===== src/rtl/pic24_icsp_engine.sv =====
// pic24_icsp_engine: ICSP master for PIC24 targets.
// Runs the entry sequence after reset, then SIX / REGOUT commands.
module pic24_icsp_engine #(
  parameter int          CLK_DIV  = 4,
  parameter int          WAIT_CYC = 64,
  parameter logic [31:0] ICSP_KEY = 32'h4D434851
) (
  input  logic        clk,
  input  logic        rstn,
  input  logic [23:0] instr,
  input  logic        cmd,
  input  logic        valid,
  output logic        ready,
  output logic        dvalid,
  output logic [15:0] dout,
  output logic        PGCx,
  output logic        PGDx_out,
  input  logic        PGDx_in,
  output logic        PGDx_dir,
  output logic        MCLRn
);

  localparam logic [3:0] S_RST   = 4'd0;
  localparam logic [3:0] S_PULSE = 4'd1;
  localparam logic [3:0] S_P18   = 4'd2;
  localparam logic [3:0] S_KEY   = 4'd3;
  localparam logic [3:0] S_P19   = 4'd4;
  localparam logic [3:0] S_MHI   = 4'd5;
  localparam logic [3:0] S_P7    = 4'd6;
  localparam logic [3:0] S_IDLE  = 4'd7;
  localparam logic [3:0] S_SHIFT = 4'd8;

  localparam int PH_W = $clog2(2*CLK_DIV);
  localparam int WC_W = $clog2(WAIT_CYC+1);

  localparam logic [PH_W-1:0] PH_HI  = PH_W'(CLK_DIV-1);
  localparam logic [PH_W-1:0] PH_END = PH_W'(2*CLK_DIV-1);
  localparam logic [WC_W-1:0] WC_END = WC_W'(WAIT_CYC-1);

  function automatic logic [31:0] rev32(
    input logic [31:0] v
  );
    logic [31:0] r;
    for (int i = 0; i < 32; i++) r[i] = v[31-i];
    return r;
  endfunction

  // The shifter sends tx[0] first, so the key is stored bit-reversed.
  localparam logic [31:0] KEY_LSB = rev32(ICSP_KEY);

  logic [3:0]      state;
  logic [WC_W-1:0] wcnt;
  logic [PH_W-1:0] ph;
  logic [5:0]      bitn;
  logic [5:0]      last;
  logic [32:0]     tx;
  logic [15:0]     rx;
  logic            is_rd;
  logic            first;
  logic            buf_full;
  logic            buf_cmd;
  logic [23:0]     buf_instr;

  logic        waiting;
  logic        wdone;
  logic        shifting;
  logic        rd_bit;
  logic [15:0] rx_nxt;

  assign waiting  = (state == S_RST) || (state == S_PULSE) ||
                    (state == S_P18) || (state == S_P19) ||
                    (state == S_P7);
  assign wdone    = (wcnt == WC_END);
  assign shifting = (state == S_KEY) || (state == S_SHIFT);
  assign rd_bit   = (state == S_SHIFT) && is_rd &&
                    (bitn >= 6'd12);
  assign rx_nxt   = {PGDx_in, rx[15:1]};

  always_ff @(posedge clk or negedge rstn) begin
    if (!rstn) begin
      state     <= S_RST;
      wcnt      <= '0;
      ph        <= '0;
      bitn      <= '0;
      last      <= '0;
      tx        <= '0;
      rx        <= '0;
      is_rd     <= 1'b0;
      first     <= 1'b1;
      buf_full  <= 1'b0;
      buf_cmd   <= 1'b0;
      buf_instr <= '0;
      PGCx      <= 1'b0;
      PGDx_out  <= 1'b0;
      PGDx_dir  <= 1'b1;
      MCLRn     <= 1'b0;
      ready     <= 1'b0;
      dvalid    <= 1'b0;
      dout      <= '0;
    end else begin
      ready  <= 1'b0;
      dvalid <= 1'b0;
      wcnt   <= (waiting && !wdone) ? wcnt + WC_W'(1) : '0;
      if (!shifting) PGDx_out <= 1'b0;
      if (valid && !buf_full) begin
        buf_full  <= 1'b1;
        buf_cmd   <= cmd;
        buf_instr <= instr;
      end
      unique case (state)
        S_RST: if (wdone) begin
          MCLRn <= 1'b1;
          state <= S_PULSE;
        end
        S_PULSE: if (wdone) begin
          MCLRn <= 1'b0;
          state <= S_P18;
        end
        S_P18: if (wdone) begin
          state <= S_KEY;
          tx    <= {1'b0, KEY_LSB};
          last  <= 6'd31;
          is_rd <= 1'b0;
          ph    <= '0;
          bitn  <= '0;
        end
        S_P19: if (wdone) begin
          MCLRn <= 1'b1;
          state <= S_MHI;
        end
        S_MHI: state <= S_P7;
        S_P7: if (wdone) state <= S_IDLE;
        S_IDLE: if (buf_full) begin
          buf_full <= 1'b0;
          is_rd    <= buf_cmd;
          ph       <= '0;
          bitn     <= '0;
          state    <= S_SHIFT;
          if (buf_cmd) begin
            tx   <= 33'h1;
            last <= 6'd27;
          end else if (first) begin
            tx    <= {buf_instr, 9'b0};
            last  <= 6'd32;
            first <= 1'b0;
          end else begin
            tx   <= {5'b0, buf_instr, 4'b0};
            last <= 6'd27;
          end
        end
        S_KEY, S_SHIFT: begin
          ph <= ph + PH_W'(1);
          // Data moves one cycle into the low half, clear of the fall.
          if (ph == '0) PGDx_out <= PGDx_dir & tx[0];
          if (ph == PH_HI) PGCx <= 1'b1;
          if (ph == PH_END) begin
            ph   <= '0;
            PGCx <= 1'b0;
            tx   <= tx >> 1;
            bitn <= bitn + 6'd1;
            if (rd_bit) rx <= rx_nxt;
            if (state == S_SHIFT && is_rd && bitn == 6'd3)
              PGDx_dir <= 1'b0;
            if (bitn == last) begin
              if (state == S_KEY) begin
                state <= S_P19;
              end else begin
                state    <= S_IDLE;
                ready    <= 1'b1;
                PGDx_dir <= 1'b1;
                if (is_rd) begin
                  dout   <= rx_nxt;
                  dvalid <= 1'b1;
                end
              end
            end
          end
        end
        default: state <= S_RST;
      endcase
    end
  end

endmodule


===== config.mk =====
export PLATFORM = sky130hd
export DESIGN_NAME = pic24_icsp_engine
export DESIGN_NICKNAME = d
export VERILOG_FILES = /design/src/rtl/pic24_icsp_engine.sv
export SDC_FILE = /design/constraint.sdc
export NUM_CORES = 1
export LEC_CHECK = 0
export ABC_AREA = 1
export CORE_ASPECT_RATIO = 1.1
export CORE_MARGIN = 3
export CORE_UTILIZATION = 31
export CTS_CLUSTER_SIZE = 8
export DETAILED_ROUTE_END_ITERATION = 10
export PLACE_DENSITY = 0.49
export SLEW_MARGIN = 25
export SYNTH_ARGS = -nofsm -noshare
export SYNTH_HDL_FRONTEND = slang
export SYNTH_SLANG_ARGS = --single-unit

===== constraint.sdc =====
create_clock -name clk -period 1.7 [get_ports clk]
set_input_delay 0.34 -clock clk [delete_from_list [all_inputs] [get_ports clk]]
set_output_delay 0.34 -clock clk [all_outputs]
set_load 0.01 [all_outputs]

After elaboration in Yosys (flattened, before gate mapping)
Cells that the tools add are included.
{"block": "totals", "elab_cells": 133, "output_inout_bits": 22, "input_bits": 29, "register_bits": 125}
{"block": "classes", "reduce_logical": 30, "addsub": 3, "n_lt_le_gt_ge": 1, "bitwise": 3, "eq_ne": 22, "n_mux": 55}
{"cell": "33-bit two-way mux", "count": 5}
{"cell": "33-bit one-hot mux with 3 select lines", "count": 1}
{"cell": "6-bit two-way mux", "count": 7}
{"cell": "4-bit two-way mux", "count": 8}
{"cell": "4-bit one-hot mux with 8 select lines", "count": 1}
{"cell": "1-bit two-way mux", "count": 23}
{"cell": "6-bit one-hot mux with 3 select lines", "count": 1}
{"cell": "4-bit by 3-bit == test with 1-bit output, second input constant", "count": 4}
{"cell": "2-bit != test, second input constant", "count": 8}
{"cell": "3-bit AND reduction", "count": 5}
{"cell": "6-bit one-hot mux with 2 select lines", "count": 1}
{"cell": "3-bit two-way mux", "count": 3}
{"cell": "3-bit one-hot mux with 3 select lines", "count": 1}
{"cell": "4-bit by 2-bit == test with 1-bit output, second input constant", "count": 2}
{"cell": "8-bit AND reduction", "count": 1}
{"cell": "7-bit by 1-bit adder with 7-bit output, second input constant", "count": 1}
{"cell": "7-bit by 6-bit == test with 1-bit output, second input constant", "count": 1}
{"cell": "7-bit two-way mux", "count": 1}
{"cell": "6-bit by 1-bit adder with 6-bit output, second input constant", "count": 1}
{"cell": "6-bit by 2-bit == test with 1-bit output, second input constant", "count": 1}
{"cell": "6-bit == test", "count": 1}
{"cell": "6-bit by 4-bit greater-or-equal comparator with 1-bit output, second input constant", "count": 1}
{"cell": "2-bit nonzero test", "count": 3}
{"cell": "1-bit logical AND", "count": 5}
{"cell": "other kinds (19)", "count": 28}

Logic depth before layout (Yosys ltp)
Gate-level depths: netlist of the first run.
{"block": "depth", "ltp_word": 7, "mapped_depth": 12, "ltp_nobuf": 10}

Worst setup path after synthesis of the first run
Ideal clock, no wire load.
{"block": "synth_timing", "kind": "reg2reg", "startpoint": "register wcnt[0]", "endpoint": "register tx[30]", "setup_ns": 0.118, "t_arrival_ns": 1.504, "n_path_buf": 2, "required_time_ns": 1.582, "path_stages_with_launch": 13, "path_slack_ns": 0.078, "period_less_slack_ns": 1.622, "path_cell_list": "dfrtp_1 > ha_1 > nand2_1 > nor2_2 > nand2_1 > nand2_1 > nand2_1 > inv_2 > nand3_2 > buf_6 > buf_6 > nand2_1 > nand2_1"}
{"block": "synth_via", "elab_chain_cells": 3}
{"item": "from (decl)", "line_no": "52", "text": "logic [WC_W-1:0] wcnt;"}
{"item": "from (signal assigned)", "line_no": "103", "text": "wcnt <= (waiting && !wdone) ? wcnt + WC_W'(1) : '0;"}
{"item": "7-bit by 6-bit == test with 1-bit output", "line_no": "73", "text": "assign wdone = (wcnt == WC_END);"}
{"item": "2-bit != test (no line)"}
{"item": "4-bit AND reduction (no line)"}
{"item": "to (signal assigned)", "line_no": "121", "text": "tx <= {1'b0, KEY_LSB};"}
{"item": "to (signal assigned)", "line_no": "143", "text": "tx <= {buf_instr, 9'b0};"}
{"item": "to (signal assigned)", "line_no": "147", "text": "tx <= {5'b0, buf_instr, 4'b0};"}
{"item": "to (decl)", "line_no": "56", "text": "logic [32:0] tx;"}
Every way passes these cells.
A chain may end at the register's enable or synchronous reset.

Worst setup path after layout of the first run
{"block": "layout_timing", "startpoint": "register state[2]", "endpoint": "register tx[15]"}
{"block": "layout_via", "elab_chain_cells": 4, "word_cells_on_any_way": 11, "classes_between": "7 x eq/ne; 1 x mux; 3 x reduce/logical"}
{"item": "from (decl)", "line_no": "51", "text": "logic [3:0] state;"}
{"item": "from (signal assigned)", "line_no": "81", "text": "state <= S_RST;"}
{"item": "from (signal assigned)", "line_no": "113", "text": "state <= S_PULSE;"}
{"item": "from (signal assigned)", "line_no": "117", "text": "state <= S_P18;"}
{"item": "4-bit by 2-bit == test with 1-bit output / 4-bit == test (equally long branches)", "line_no": "110", "text": "unique case (state)"}
{"item": "2-bit OR reduction", "line_no": "110"}
{"item": "2-bit != test (no line) / 3-bit nonzero test (equally long branches)"}
{"item": "4-bit AND reduction (no line)"}
Several ways; a longest one is shown, not always the timed one.

==> flow_metrics.py, run 1 <==
metrics = {
    "outcome": {
        "outcome": "finished, final reports clean",
    },
    "grt": {
        "grt_max_degree": 48,
        "antenna_found_initial": 0,
        "grt_pass1_vias": 4606,
        "overflow": 0,
        "grt_pass1_wl_um": 22700,
        "track_usage": 0.140,
    },
    "sta": {
        "setup_viol": 0,
        "period_share": 0.984,
        "setup_ws_ps": 28.0,
        "finalHoldViolations": 0,
        "max_freq_mhz": 598,
        "slew_viol_final": 0,
        "slew_headroom": 0.515,
        "min_period_ps": 1670,
        "grt_setup_unrepaired": "true",
        "tightest_slew_ps": 727,
        "fin_tns_setup_ps": 0,
        "skew_ps": 6.77,
        "whs_ps": 317,
    },
    "placed_design": {
        "io_buffers": 50,
        "preCtsSetupSlack_ps": -22.2,
        "gp_congestion": 0.842,
        "place_area_sq_um": 6650,
        "dp_cells": 962,
        "hpwl_um": 9070,
    },
    "clock_network": {
        "path_clk_slew_ps": 60,
        "cts.sinks": 121,
        "cts_max_level": 4,
        "clk_latency_ps": 410,
        "cts_buffers": 17,
        "cts_tree": "yes",
        "cts_buffer_depth": 2,
        "cts_root_buffer": "clkbuf_16",
    },
    "final_layout": {
        "layout.nets": 794,
        "finish.utilization": 0.433,
        "drive_above_1_share": 0.220,
        "fin_cells": 1010,
        "areaGrowthSynthToFinish_pct": 36.5,
        "final_cell_area_sq_um": 7700,
        "diodes": 0,
    },
    "routing": {
        "route.detailed.drc": 0,
        "drt-pass1-iter-count": 5,
        "drt_iter0_markers": 246,
        "wirelength_um": 14000,
        "antenna_left": 0,
        "via_count": 4831,
        "routedWlPerCell_um": 13.9,
        "viasPerCell": 4.78,
    },
    "floorplanning": {
        "die_h_um": 148,
        "io_pins": 51,
        "initial_core_util": 0.317,
        "die_w_um": 135,
        "num_rows": 51,
        "die-area_sq_um": 19900,
        "core_region_area_sq_um": 17800,
    },
    "pwr": {
        "power_density_nw_per_um2": 870,
        "irDropWorstVdd_mv": 0.616,
        "internal_power_mw": 5.27,
        "clkPwrFrac": 0.549,
        "power.total_mw": 6.70,
        "combPwrFrac": 0.020,
        "switching_share": 0.214,
        "pwr-share-seq": 0.430,
        "power.switching_mw": 1.43,
        "p_leak_nw": 3.66,
    },
    "synth": {
        "avgSynthCellArea_sq_um": 8.37,
        "ys_types": 30,
        "synth_warnings": 0,
        "synth_cells": 674,
        "ys_ff_latch": 121,
        "yosysSeqAreaShare": 0.537,
        "syn-num-nets": 709,
        "synth_area_sq_um": 5640,
    },
    "critical_path": {
        "required_ps": 2000,
        "critPathCaptureType": "flop",
        "worstSetupStartpointType": "flop",
        "arrival_ps": 1970,
        "criticalPathCategory": "flop to flop",
        "path_max_fanout": 7,
    },
    "worst_hold_path": {
        "hold_path_class": "input pin to async pin",
    },
    "run": {
        "cap_viol_max_count": 0,
    },
}
final timing paths:
kind	depth (start not counted)	from	end	slack, ps
worst max-delay path	8	state[2]	tx[15]	30
worst min-delay path	2	rstn	ph[0]	320
worst max register to register	8	state[2]	tx[15]	30
worst min register to register	2	rx[1]	dout[0]	470
max in group asynchronous	3	rstn	first	810
min in group clk	2	rx[1]	dout[0]	470
power groups by stage:
stage	Combinational [mW]	Clock (mW)	Sequential, mW
floorplan	0.00112	0	2.93
global placement	0.139	0	2.93
detailed placement	0.142	0	2.93
CTS	0.144	3.76	2.88
global route	0.155	3.89	2.88
finish	0.136	3.68	2.88
synth_stat cells (all sizes together):
master / n / area, sq um
a21oi: 8 / 40.0
a31oi: 2 / 12.5
buf: 18 / 109
clkbuf: 15 / 56.3
clkinv: 2 / 7.51
dfrtp: 119 / 2980
dfstp: 2 / 52.6
ha: 6 / 75.1
inv: 45 / 169
mux2: 20 / 225
nand2: 229 / 862
nand3: 107 / 541
nand3b: 1 / 7.51
nand4: 4 / 25.0
nor2: 36 / 155
nor3b: 2 / 15.0
o211ai: 2 / 15.0
o21ai: 51 / 255
o31ai: 1 / 7.51
xnor2: 2 / 17.5
xor2: 2 / 17.5
flip-flops by register name, summed over array words and instances, names as in the netlist:
register,cells
MCLRn,1
PGCx,1
PGDx_dir,1
PGDx_out,1
bitn,6
buf_cmd,1
buf_full,1
buf_instr,24
dout,16
dvalid,1
first,1
is_rd,1
last,3
ph,3
ready,1
rx,15
state,4
tx,33
wcnt,7
layout by cell type, fill, tap and decap left out, types with 4 or more instances in the layout:
cell             instances
nand2_1                183
nor2_4                   4
nand2_2                 36
dfrtp_1                116
o21ai_0                 46
nor2_1                  26
buf_12                  10
nand4_1                  4
o21ai_1                  5
nor2_2                   6
a21oi_1                  8
nand2_4                 10
mux2_2                  20
inv_1                   40
inv_2                    4
buf_4                   31
clkbuf_16               22
clkdlybuf4s50_1         45
nand3_1                106
cell families (layout without fill, tap and decap cells):
kind of cell | Yosys count | count (layout) | share of synthesized area
AND/OR/NAND/NOR | 379 | 379 | 0.284
flip-flops | 121 | 121 | 0.537
buffers and inverters | 80 | 178 | 0.0605
AO/OA/AOI/OAI | 64 | 64 | 0.0585
multiplexers | 20 | 20 | 0.0399
adder cells (fa/ha/maj) | 6 | 6 | 0.0133
XOR/XNOR | 4 | 4 | 0.00621
critical path: stages, from the launching register on:
cell       delay, ps
dfrtp_2          460
nor2_4           160
buf_4            130
nand3_1           60
nand4_1          190
nand3_4          220
clkbuf_16        230
nand2_1           50
nand2_1           50
metal layers:
| layer | vias up | part of all wire | GRT usage |
|---|---|---|---|
| met1 | 2352 | 0.47 | 0.189 |
| met4 | 0 | 0.014 | 0.0438 |
| met3 | 16 | 0.037 | 0.0354 |
| met2 | 102 | 0.48 | 0.223 |
| li1 | 2361 | - | - |
| met5 | - | 0 | 0 |
final cells by class:
cell class | count | area (sq um)
fillers | 1732 | 10100
flip-flops and latches | 121 | 3030
multi-input cells | 473 | 2490
repair buffers | 99 | 1090
clock buffers | 18 | 429
well taps | 238 | 298
inverters | 47 | 179
clock inverters | 14 | 173
what timing repair did:
action	in CTS	in global routing
hold buffers	1	0
gates cloned	0	6
pin swaps	0	29
endpoints found under the hold margin	6	0
buffers inserted	0	9
endpoints found under the setup margin	45	69
gates resized for setup	5	72
No activity file was read; power rests on OpenSTA's default activity.
==> inputs of run 2 (changes only) <==
- SETUP_SLACK_MARGIN: unset -> 0.3
- clock period: 1.7 -> 1.5 ns (I/O delays scaled with it)
==> flow_metrics.py, run 2 (synthesis results as in run 1) <==
metrics = {
    "critical_path": {
        "regToRegSetupSlack_ps": -110,
        "path_max_fanout": 7,
        "worstSetupStartpointType": "flop",
        "rr_endpoint": "tx[24]",
        "required_ps": 1800,
        "r2r_start": "state[1]",
        "critPathCaptureType": "flop",
        "r2r_cells": 8,
        "arrival_ps": 1910,
        "criticalPathCategory": "flop to flop",
    },
    "sta": {
        "setup_ws_ps": -108,
        "slew_headroom": 0.471,
        "finalHoldViolations": 0,
        "whs_ps": 315,
        "skew_ps": 11.9,
        "min_period_ps": 1610,
        "tightest_slew_ps": 793,
        "period_share": 1.07,
        "setup_viol": 68,
        "max_freq_mhz": 622,
        "slew_viol_final": 0,
        "fin_tns_setup_ps": -4260,
        "grt_setup_unrepaired": "true",
    },
    "final_layout": {
        "drive_above_1_share": 0.389,
        "final_cell_mix": "nand2_1 (156), dfrtp_1 (115), nand3_1 (104), buf_4 (65), nand2_2 (41)",
        "layout.nets": 855,
        "diodes": 0,
        "top_regs": "tx x33, buf_instr x24, dout x16",
        "largest_reg_flops": 33,
        "areaGrowthSynthToFinish_pct": 53.1,
        "regMostFlops": "tx",
        "final_common_cell": "nand2_1",
        "finish.utilization": 0.485,
    },
    "clock_network": {
        "cts.sinks": 121,
        "cts_root_buffer": "clkbuf_16",
        "path_clk_slew_ps": 60,
        "cts_max_level": 4,
        "clk_latency_ps": 420,
        "cts_buffer_depth": 2,
        "cts_buffers": 17,
        "cts_tree": "yes",
    },
    "placed_design": {
        "gp_congestion": 0.782,
        "io_buffers": 50,
        "preCtsSetupSlack_ps": -132,
        "hpwl_um": 9390,
    },
    "grt": {
        "track_usage": 0.157,
        "antenna_found_initial": 0,
        "grt_pass1_vias": 5098,
        "grt_max_degree": 52,
        "grt_pass1_wl_um": 25300,
        "overflow": 0,
    },
    "routing": {
        "viasPerCell": 4.76,
        "antenna_left": 0,
        "routedWlPerCell_um": 14.8,
        "drt-pass1-iter-count": 4,
        "wirelength_um": 15800,
        "drt_iter0_markers": 261,
        "route.detailed.drc": 0,
        "via_count": 5099,
    },
    "pwr": {
        "power.total_mw": 7.39,
        "p_leak_nw": 4.15,
        "power_density_nw_per_um2": 855,
        "irDropWorstVdd_mv": 0.743,
    },
    "floorplanning": {
        "core_region_area_sq_um": 17800,
        "die_h_um": 148,
        "die_w_um": 135,
        "num_rows": 51,
        "initial_core_util": 0.317,
        "die-area_sq_um": 19900,
        "io_pins": 51,
    },
    "outcome": {
        "outcome": "finished with violations",
        "violations": "setup timing",
    },
    "run": {
        "cap_viol_max_count": 0,
    },
    "worst_hold_path": {
        "hold_path_class": "input pin to async pin",
    },
}
-- run 2: cell types whose count changed in the layout (fill, tap and decap cells not counted), moves of 7 or more --
| cell | before | now |
|---|---|---|
| o21ai_2 | 0 | 24 |
| inv_8 | 0 | 7 |
| nand2_1 | 183 | 156 |
| buf_2 | 0 | 19 |
| buf_6 | 3 | 24 |
| clkdlybuf4s50_1 | 45 | 27 |
| o21ai_1 | 5 | 14 |
| nand2_4 | 10 | 31 |
| o21ai_0 | 46 | 12 |
| buf_4 | 31 | 65 |
-- run 2: cell type report --
cell class	count	area [sq um]
Clock inverter	15	148
Fill cell	1624	9160
Inverter	47	195
Sequential cell	121	3040
Clock buffer	17	425
Multi-Input combinational cell	473	2870
Tap cell	238	298
Timing Repair Buffer	160	1670
-- run 2: timing repair --
action / CTS / global route
setup endpoints to repair: 140 / 141
hold buffers: 1 / 0
buffers inserted: 32 / 14
resized for setup: 181 / 102
pin swaps: 11 / 21
hold endpoints to repair: 11 / 0
cloned: 6 / 6
-- run 2: worst max path at each step --
stage,start,cells past startpoint,end,slack [ps]
after floorplan,wcnt[0],12,bitn[1],-60
after detailed placement,state[2],10,tx[22],-130
final,state[1],8,tx[24],-110
after CTS,wcnt[1],11,tx[11],-80
after global routing,wcnt[0],11,tx[22],-200
after global placement,buf_cmd,5,tx[4],-270
-- run 2: per-stage QoR --
stage / area, sq um / instances
3_5_place_dp: 6880 / 980
2_1_floorplan: 5790 / 674
5_1_grt: 8640 / 1071
4_1_cts: 8060 / 1051
6_report: 8640 / 1071
3_3_place_gp: 6870 / 980
-- run 2: power by group --
part	internal (mW)	switching [mW]	leakage, nW	total [mW]
Clock	2.22	1.75	0.283	3.97
Combinational	0.0805	0.0769	2.24	0.157
Sequential	3.26	0	1.62	3.26
Total	5.56	1.82	4.15	7.39
-- run 2: worst max-delay path: stages, from the launching register on --
cell,delay [ps]
dfrtp_2,470
nor2_4,160
nand2_4,90
buf_12,140
nand4_1,150
nand3_4,170
clkbuf_16,220
nand2_2,60
nand2_1,50
-- run 2: routing by layer --
metal | global-route usage | vias up | wire (um)
met4 | 0.0504 | 0 | 157
met3 | 0.0337 | 14 | 569
li1 | - | 2494 | -
met1 | 0.205 | 2481 | 6830
met2 | 0.262 | 110 | 8260
met5 | 0 | - | 0
